File: src/rtl/trv_port_mux.sv
// Merges per-thread init-request streams into the traversal core (round-robin)
// and routes out-of-order traversal responses back by TID under per-thread credits.
module trv_port_mux_lane #(
    parameter int CW  = 3,
    parameter int MAX = 4
) (
    input  logic clk,
    input  logic arst_n,
    input  logic req_read_i,
    input  logic rsp_hit_i,
    input  logic resp_full_n_i,
    output logic resp_write_o,
    output logic avail_o,
    output logic live_o
);
    localparam logic [CW-1:0] MAX_C = CW'(MAX);

    logic [CW-1:0] credit_q, credit_d;

    assign resp_write_o = rsp_hit_i & resp_full_n_i;
    assign avail_o      = credit_q < MAX_C;
    // A response read alongside this lane's write must see the post-write count.
    assign live_o       = resp_write_o ? (credit_q > CW'(1)) : (credit_q != '0);

    always_comb begin
        credit_d = credit_q;
        unique case ({req_read_i, resp_write_o})
            2'b10:   credit_d = credit_q + CW'(1);
            2'b01:   credit_d = credit_q - CW'(1);
            default: credit_d = credit_q;
        endcase
    end

    always_ff @(posedge clk or negedge arst_n) begin
        if (!arst_n) credit_q <= '0;
        else         credit_q <= credit_d;
    end
endmodule

module trv_port_mux #(
    parameter int NUM_THREADS         = 4,
    parameter int TID_WIDTH           = 3,
    parameter int CID_WIDTH           = 2,
    parameter int NUM_CONCURRENT_RAYS = 4,
    parameter int INIT_REQ_WIDTH      = 16,
    parameter int TRV_RESP_WIDTH      = 12
) (
    input  logic                                   clk,
    input  logic                                   arst_n,
    input  logic [NUM_THREADS-1:0]                 req_empty_n,
    output logic [NUM_THREADS-1:0]                 req_read,
    input  logic [NUM_THREADS*INIT_REQ_WIDTH-1:0]  req_dout,
    input  logic                                   init_req_stream_full_n,
    output logic                                   init_req_stream_write,
    output logic [INIT_REQ_WIDTH-1:0]              init_req_stream_din,
    input  logic                                   trv_resp_stream_empty_n,
    output logic                                   trv_resp_stream_read,
    input  logic [TRV_RESP_WIDTH-1:0]              trv_resp_stream_dout,
    input  logic [NUM_THREADS-1:0]                 resp_full_n,
    output logic [NUM_THREADS-1:0]                 resp_write,
    output logic [NUM_THREADS*TRV_RESP_WIDTH-1:0]  resp_din,
    output logic                                   err_tid
);
    localparam int NT = NUM_THREADS;
    localparam int TW = TID_WIDTH;
    localparam int IW = INIT_REQ_WIDTH;
    localparam int RW = TRV_RESP_WIDTH;

    logic          req_valid_q, req_valid_d;
    logic [IW-1:0] req_data_q, req_data_d;
    logic [TW-1:0] rr_last_q, rr_last_d;
    logic          rsp_valid_q, rsp_valid_d;
    logic [RW-1:0] rsp_data_q, rsp_data_d;
    logic [TW-1:0] rsp_tid_q, rsp_tid_d;
    logic          err_q, err_d;

    logic [NT-1:0] avail, live, elig, rsp_hit;
    logic          can_load, grant_vld, go, tid_ok, tid_live, rd;
    logic [TW-1:0] grant_idx, dout_tid;
    logic [IW-1:0] sel_req;

    for (genvar t = 0; t < NT; t++) begin : g_lane
        assign rsp_hit[t] = rsp_valid_q & (rsp_tid_q == TW'(t));
        trv_port_mux_lane #(.CW(CID_WIDTH + 1), .MAX(NUM_CONCURRENT_RAYS)) u_lane (
            .clk           (clk),
            .arst_n        (arst_n),
            .req_read_i    (req_read[t]),
            .rsp_hit_i     (rsp_hit[t]),
            .resp_full_n_i (resp_full_n[t]),
            .resp_write_o  (resp_write[t]),
            .avail_o       (avail[t]),
            .live_o        (live[t])
        );
    end

    assign init_req_stream_write = req_valid_q & init_req_stream_full_n;
    assign init_req_stream_din   = req_data_q;
    assign can_load              = ~req_valid_q | init_req_stream_write;
    assign elig                  = req_empty_n & avail;

    // Lowest eligible thread above rr_last wins; otherwise wrap to the lowest overall.
    always_comb begin
        grant_vld = 1'b0;
        grant_idx = '0;
        for (int t = NT - 1; t >= 0; t--) begin
            if (elig[t]) begin
                grant_vld = 1'b1;
                grant_idx = TW'(t);
            end
        end
        for (int t = NT - 1; t >= 0; t--) begin
            if (elig[t] && (t > int'(rr_last_q))) grant_idx = TW'(t);
        end
    end

    assign go       = grant_vld & can_load & arst_n;
    assign req_read = go ? (NT'(1) << grant_idx) : '0;

    assign dout_tid = trv_resp_stream_dout[TW-1:0];
    assign tid_ok   = int'(dout_tid) < NT;

    always_comb begin
        sel_req  = '0;
        tid_live = 1'b0;
        for (int t = 0; t < NT; t++) begin
            if (grant_idx == TW'(t)) sel_req  = req_dout[t*IW +: IW];
            if (dout_tid == TW'(t))  tid_live = live[t];
        end
    end

    assign rd                   = arst_n & trv_resp_stream_empty_n & (~rsp_valid_q | (|resp_write));
    assign trv_resp_stream_read = rd;
    assign resp_din             = {NT{rsp_data_q}};
    assign err_tid              = err_q;

    always_comb begin
        req_valid_d = req_valid_q;
        req_data_d  = req_data_q;
        rr_last_d   = rr_last_q;
        rsp_valid_d = rsp_valid_q;
        rsp_data_d  = rsp_data_q;
        rsp_tid_d   = rsp_tid_q;
        err_d       = err_q;
        if (can_load) begin
            req_valid_d = go;
            if (go) begin
                req_data_d = sel_req;
                rr_last_d  = grant_idx;
                if (sel_req[TW-1:0] != grant_idx) err_d = 1'b1;
            end
        end
        if (rd) begin
            // Unroutable or uncredited responses are consumed and discarded.
            if (!tid_ok || !tid_live) begin
                rsp_valid_d = 1'b0;
                err_d       = 1'b1;
            end else begin
                rsp_valid_d = 1'b1;
                rsp_data_d  = trv_resp_stream_dout;
                rsp_tid_d   = dout_tid;
            end
        end else if (|resp_write) begin
            rsp_valid_d = 1'b0;
        end
    end

    always_ff @(posedge clk or negedge arst_n) begin
        if (!arst_n) begin
            req_valid_q <= 1'b0;
            req_data_q  <= '0;
            rr_last_q   <= TW'(NT - 1);
            rsp_valid_q <= 1'b0;
            rsp_data_q  <= '0;
            rsp_tid_q   <= '0;
            err_q       <= 1'b0;
        end else begin
            req_valid_q <= req_valid_d;
            req_data_q  <= req_data_d;
            rr_last_q   <= rr_last_d;
            rsp_valid_q <= rsp_valid_d;
            rsp_data_q  <= rsp_data_d;
            rsp_tid_q   <= rsp_tid_d;
            err_q       <= err_d;
        end
    end
endmodule

File: config.mk
export PLATFORM = sky130hd
export DESIGN_NAME = trv_port_mux
export DESIGN_NICKNAME = d
export VERILOG_FILES = /design/src/rtl/trv_port_mux.sv
export SDC_FILE = /design/constraint.sdc
export NUM_CORES = 1
export LEC_CHECK = 0
export CORE_MARGIN = 1.5
export CORE_UTILIZATION = 44
export DETAILED_ROUTE_END_ITERATION = 8
export GPL_TIMING_DRIVEN = 0
export PLACE_DENSITY = 0.87
export SLEW_MARGIN = 20
export SYNTH_ARGS = -nofsm -noshare
export SYNTH_HDL_FRONTEND = slang
export SYNTH_SLANG_ARGS = --single-unit
File: constraint.sdc
create_clock -name clk -period 7.8 [get_ports clk]
set_input_delay 1.17 -clock clk [delete_from_list [all_inputs] [get_ports clk]]
set_output_delay 1.17 -clock clk [all_outputs]
set_load 0.005 [all_outputs]
==> results.cfg, run 1 <==
[timing]
slew_headroom = 0.585
max_freq_mhz = 183
tns_ns = 0
finalSetupViolations = 0
hold_viol = 0
maxSlewViolCount = 0
rsz0062_at_grt = no
fin_crit_sh = 0.699
skew_ns = 0.00923
worst_pin_slew_ns = 0.623
period_needed_ns = 5.45

[grt]
grt_max_degree = 25
grt_pass1_vias = 2832
grt_pass1_wl_um = 13200
grt_use_met2 = 0.390
groute.layer.met1.usage = 0.251
grt_util_met3 = 0.0434
grt.busiest_layer = met2
track_usage = 0.212
grt_overflow = 0
antenna_found_initial = 0

[finish]
seqCellArea_um2 = 1130
final_cell_mix = 161 x clkdlybuf4s50_1, 44 x buf_4, 43 x dfrtp_1, 36 x mux2_2, 22 x nor2_1
drive_above_1_share = 0.216
layout_commonest_cell = clkdlybuf4s50_1
fillers = 548
area_delta_synth_final_pct = 56.9
n_antenna_cell = 0
multi_input_area_um2 = 1700
final_util = 0.710
nNetsFinal = 607

[detailed_routing]
drt_iter0_markers = 149
avgRoutedWirePerCell_um = 15.0
ant_nets = 0
viasPerCell = 5.13
routed_wl_um = 8980
post-route-drc-count = 0
firstDrtPassIters = 6
vias = 3073

[logic_synthesis]
syn_area_um2 = 3280
synth-seq-cells = 45
synth_cells = 329
syn_avg_cell_area_um2 = 9.98
syn-num-nets = 437
synthDistinctLibCells = 48
async_flop_share = 1.00
seq_area_frac_synth = 0.344
yosys_warnings = 0
synth_ff_type = dfrtp_1
synth_edf_count = 0

[outcome]
outcome = complete, no violations

[clock_tree]
insertion_delay_ns = 0.30
cts_tree = done
cts_max_level = 2
cts_setup_buffers = 0
numCtsBuffers = 5
cts_root_buf = clkbuf_8
cts.sinks = 45
path_clk_slew_ns = 0.09
cts-resized-gates = 0
clk_path_buf_depth = 2
holdBufCountCts = 0

[die]
die_w_um = 89.4
dieArea_um2 = 7990
start_util = 0.453
fp-row-count = 31
dieHeight_um = 89.4
io_pins = 163
core_area_um2 = 7250

[power_and_ir_drop]
power.leakage_nw = 2.24
peakVddDrop_mv = 0.196
p_per_area_nw_per_um2 = 347

[placed_design]
place_hpwl_um = 7360
gp_congestion = 0.792
io_buffers = 162

[worst_hold_path]
holdPathStages = 1
hold_class = flop to flop

[run]
drv_cap = 0

[worst_setup_path]
reg2reg_depth = 10
crit_path_max_fanout = 10
crit_type = input pin to output port
cp_data_arrival_time_ns = 4.28
required_ns = 6.63
cp-end-kind = output port
startpoint_type = input pin
Yosys cell counts (5+ instances only):
cell type / count / share of area
nor2b_1: 5 / 0.0095
nor2_1: 22 / 0.025
buf_2: 5 / 0.0076
buf_4: 44 / 0.10
a21oi_1: 20 / 0.030
inv_1: 17 / 0.019
mux2i_1: 17 / 0.052
mux2_2: 36 / 0.12
nand2b_1: 6 / 0.011
ha_1: 20 / 0.076
dfrtp_1: 43 / 0.33
nand2_1: 15 / 0.017
o21bai_1: 5 / 0.011
a222oi_1: 7 / 0.021
xnor2_1: 8 / 0.021
o21ai_0: 6 / 0.0091
final timing paths:
| path | start | endpoint | slack [ns] |
|---|---|---|---|
| max | req_empty_n[1] | req_read[0] | 2.35 |
| min | err_tid$_DFF_PN0_ | err_tid$_DFF_PN0_ | 0.50 |
| max reg2reg | g_lane[1].u_lane.credit_q[2]$_DFFE_PN0P_ | g_lane[1].u_lane.credit_q[2]$_DFFE_PN0P_ | 4.71 |
| min reg2reg | err_tid$_DFF_PN0_ | err_tid$_DFF_PN0_ | 0.50 |
| max in group asynchronous | arst_n | init_req_stream_din[5]$_DFFE_PN0P_ | 6.40 |
| min in group asynchronous | arst_n | rsp_data_q[2]$_DFFE_PN0P_ | 0.87 |
metal layers:
layer,wire length [um],up-vias
li1,-,1449
met1,3530,1465
met2,4660,148
met3,690,11
met4,99,0
met5,0,-
kinds of logic (layout without fill, tap and decap cells):
kind of cell | Yosys count | after routing | share of synthesized area
AOI/OAI and AO/OA | 58 | 58 | 0.126
buffers and inverters | 73 | 244 | 0.138
xor gates and xnor gates | 12 | 12 | 0.0320
DFF | 45 | 45 | 0.344
adders and majority gates | 20 | 20 | 0.0762
muxes | 53 | 53 | 0.175
and+or+nand+nor | 68 | 68 | 0.109
through the flow:
stage               total power, mW  hold slack, ns  setup slack [ns]  cell area [um2]  instances
floorplan                      1.11           0.451              3.99             3280        329
global placement               1.58           0.468              1.06             5030        590
detailed placement             1.63           0.485              2.39             5050        591
CTS                            1.80           0.506              2.37             5150        599
global route                   1.93           0.528              2.15             5150        599
finish                         1.79           0.495              2.35             5150        599
layout make-up:
type / instances / area share
buffer: 56 / 0.0755
clock buffer: 7 / 0.0187
clock inverter: 1 / 0.000971
inverter: 17 / 0.0124
multi-input combinational: 211 / 0.330
sequential: 45 / 0.219
tap: 99 / 0.0240
timing repair buffer: 163 / 0.319
report_power, final:
group          switching (mW)  internal, mW  total, mW  leakage (nW)
registers               0.118         0.348      0.466         0.527
clock network          0.0793        0.0802      0.159        0.0542
logic                   0.440         0.722       1.16          1.66
total                   0.637          1.15       1.79          2.24
state kept, by name, summed over array words and instances, names as in the netlist:
register	count
g_lane.u_lane.credit_q	12
req_valid_q	1
rr_last_q	2
err_tid	1
rsp_valid_q	1
init_req_stream_din	16
rsp_data_q	12
critical path, stage by stage:
cell             delay (ns)
clkdlybuf4s50_1        0.52
nor2b_1                0.43
o31ai_1                0.19
nor2b_1                0.22
buf_1                  0.47
clkbuf_1               0.44
nand2_1                0.15
inv_1                  0.08
buf_4                  0.09
clkdlybuf4s50_1        0.51
Note: power is estimated with default switching activity, not from simulation.
==> inputs of run 2 (changes only) <==
--- a/config.mk
+++ b/config.mk
@@ -6,10 +6,10 @@
 export NUM_CORES = 1
 export LEC_CHECK = 0
 export CORE_MARGIN = 1.5
-export CORE_UTILIZATION = 44
+export CORE_UTILIZATION = 37
 export DETAILED_ROUTE_END_ITERATION = 8
 export GPL_TIMING_DRIVEN = 0
-export PLACE_DENSITY = 0.87
+export PLACE_DENSITY = 0.78
 export SLEW_MARGIN = 20
 export SYNTH_ARGS = -nofsm -noshare
 export SYNTH_HDL_FRONTEND = slang
==> constraint.sdc (replaced) <==
create_clock -name clk -period 4.9 [get_ports clk]
set_input_delay 0.735 -clock clk [delete_from_list [all_inputs] [get_ports clk]]
set_output_delay 0.735 -clock clk [all_outputs]
set_load 0.005 [all_outputs]
==> run 2 against run 1 <==
Sequential share of layout area about the same; power up 57%; die area increased by 18%; first-iteration DRC count fell by 19%; sequential power up 59%; design area down 0.17%; register-to-register slack lost 2.8 ns; hold slack worse by 0.055 ns; worst setup slack got worse by 2.0 ns; non-clock buffer count unchanged; routed wire length fell by 0.27%; critical path depth is the same.
==> results.cfg, run 2 (synthesis results as in run 1) <==
[finish]
drive_above_1_share = 0.212
area_delta_synth_final_pct = 56.7
fillers = 759
n_antenna_cell = 0
final_util = 0.593
layout_commonest_cell = clkdlybuf4s50_1
design_area_um2 = 5140
multi_input_area_um2 = 1700
final_cells = 608
final_cell_mix = 161 x clkdlybuf4s50_1, 44 x buf_4, 43 x dfrtp_1, 36 x mux2_2, 22 x nor2_1
nNetsFinal = 607
largest_reg_flops = 16
seqCellArea_um2 = 1130

[die]
core_area_um2 = 8680
dieArea_um2 = 9450
die_w_um = 97.2
start_util = 0.378
dieHeight_um = 97.2
fp-row-count = 34
io_pins = 163

[timing]
worst_pin_slew_ns = 0.635
slew_headroom = 0.577
finalSetupViolations = 0
hold_viol = 0
skew_ns = 0.0142
maxSlewViolCount = 0
fin_crit_sh = 0.924
period_needed_ns = 4.53
holdWs_ns = 0.440
rsz0062_at_grt = no
max_freq_mhz = 221

[worst_setup_path]
path_buf_inv = 6
cp_top_family = buffers and inverters
reg2reg_depth = 10
max_stage_delay_ns = 0.51
worstReg2RegStart = g_lane[2].u_lane.credit_q[2]$_DFFE_PN0P_
crit_type = input pin to output port
crit_path_max_fanout = 10
rr_endpoint = g_lane[0].u_lane.credit_q[2]$_DFFE_PN0P_
startpoint_type = input pin
r2r_setup_slack_ns = 1.89
cp_data_arrival_time_ns = 3.79
critPathSlowestCell = clkdlybuf4s50_1
crit_chain = clkdlybuf4s50_1, nor2b_1, o31ai_1, nor2b_1, buf_1, clkbuf_1, nand2_1, inv_1, buf_4, clkdlybuf4s50_1
required_ns = 4.16
cp-end-kind = output port

[placed_design]
dpl-instance-area_um2 = 5060
gp_congestion = 0.806
dp.cells = 600
io_buffers = 162
place_hpwl_um = 7090

[clock_tree]
cts-resized-gates = 0
cts_root_buf = clkbuf_8
path_clk_slew_ns = 0.09
holdBufCountCts = 0
cts_max_level = 2
cts.sinks = 45
cts_tree = done
numCtsBuffers = 5
clk_path_buf_depth = 2
cts_setup_buffers = 0
insertion_delay_ns = 0.30

[grt]
grt_overflow = 0
grt_max_degree = 27
antenna_found_initial = 0
track_usage = 0.190
grt_pass1_vias = 2994
grt_pass1_wl_um = 14900

[detailed_routing]
firstDrtPassIters = 6
drt_iter0_markers = 120
routed_wl_um = 8960
vias = 2990
post-route-drc-count = 0
ant_nets = 0
avgRoutedWirePerCell_um = 14.7
viasPerCell = 4.92

[power_and_ir_drop]
power.leakage_nw = 2.23
pwr-share-clk = 0.083
p_int_mw = 1.80
power_switching_mw = 1.01
p_comb_frac = 0.654
seqPwrFrac = 0.263
switching_share = 0.359
peakVddDrop_mv = 0.230
p_per_area_nw_per_um2 = 547

[outcome]
outcome = complete, no violations

[worst_hold_path]
hold_class = input pin to async pin

[run]
drv_cap = 0
-- run 2: cell counts in the layout (fill, tap and decap cells not counted) --
No cell type changed its count.
-- run 2: routing by layer --
metal,track usage,wire [um],vias to the layer above
met2,0.344,4450,129
met1,0.236,3870,1406
met3,0.0353,548,8
met5,0,0,-
li1,-,-,1447
met4,0.0323,88,0
-- run 2: final cells by class --
class,instances,area share
Buffer,56,0.0757
Clock buffer,7,0.0148
Clock inverter,1,0.000973
Inverter,17,0.0124
Multi-Input combinational cell,211,0.331
Sequential cell,45,0.219
Tap cell,108,0.0263
Timing Repair Buffer,163,0.320
-- run 2: worst max path at each step --
| stage | from | end | slack (ns) | cells after the start |
|---|---|---|---|---|
| floorplan | req_empty_n[1] | req_read[0] | 1.96 | 8 |
| global placement | arst_n | req_read[0] | -1.03 | 9 |
| detailed placement | req_empty_n[1] | req_read[0] | 0.38 | 10 |
| CTS | req_empty_n[1] | req_read[0] | 0.35 | 10 |
| global route | req_empty_n[1] | req_read[0] | 0.08 | 10 |
| finish | req_empty_n[1] | req_read[0] | 0.37 | 10 |
-- run 2: worst reg2reg max path, cell delays in order (launching register included) --
cell	delay [ns]
dfrtp_1	0.43
nand2b_1	0.23
nand2_1	0.19
o31ai_1	0.12
nor2b_1	0.21
buf_1	0.45
clkbuf_1	0.46
nand2_1	0.17
ha_1	0.37
nor2_1	0.15
xor2_1	0.16
-- run 2: stage by stage --
step                      power [mW]  TNS, ns  setup slack, ns
after detailed placement        2.59        0            0.381
after global routing            3.03        0           0.0829
after floorplan                 1.76        0             1.96
after global placement          2.53    -4.64            -1.03
after CTS                       2.83        0            0.351
final                           2.81        0            0.373
-- run 2: power groups by stage --
| stage | Sequential [mW] | Clock (mW) | Combinational [mW] |
|---|---|---|---|
| floorplan | 0.720 | 0 | 1.04 |
| detailed placement | 0.745 | 0 | 1.85 |
| global route | 0.772 | 0.253 | 2.00 |
| finish | 0.740 | 0.232 | 1.84 |
| global placement | 0.732 | 0 | 1.80 |
| CTS | 0.739 | 0.237 | 1.85 |
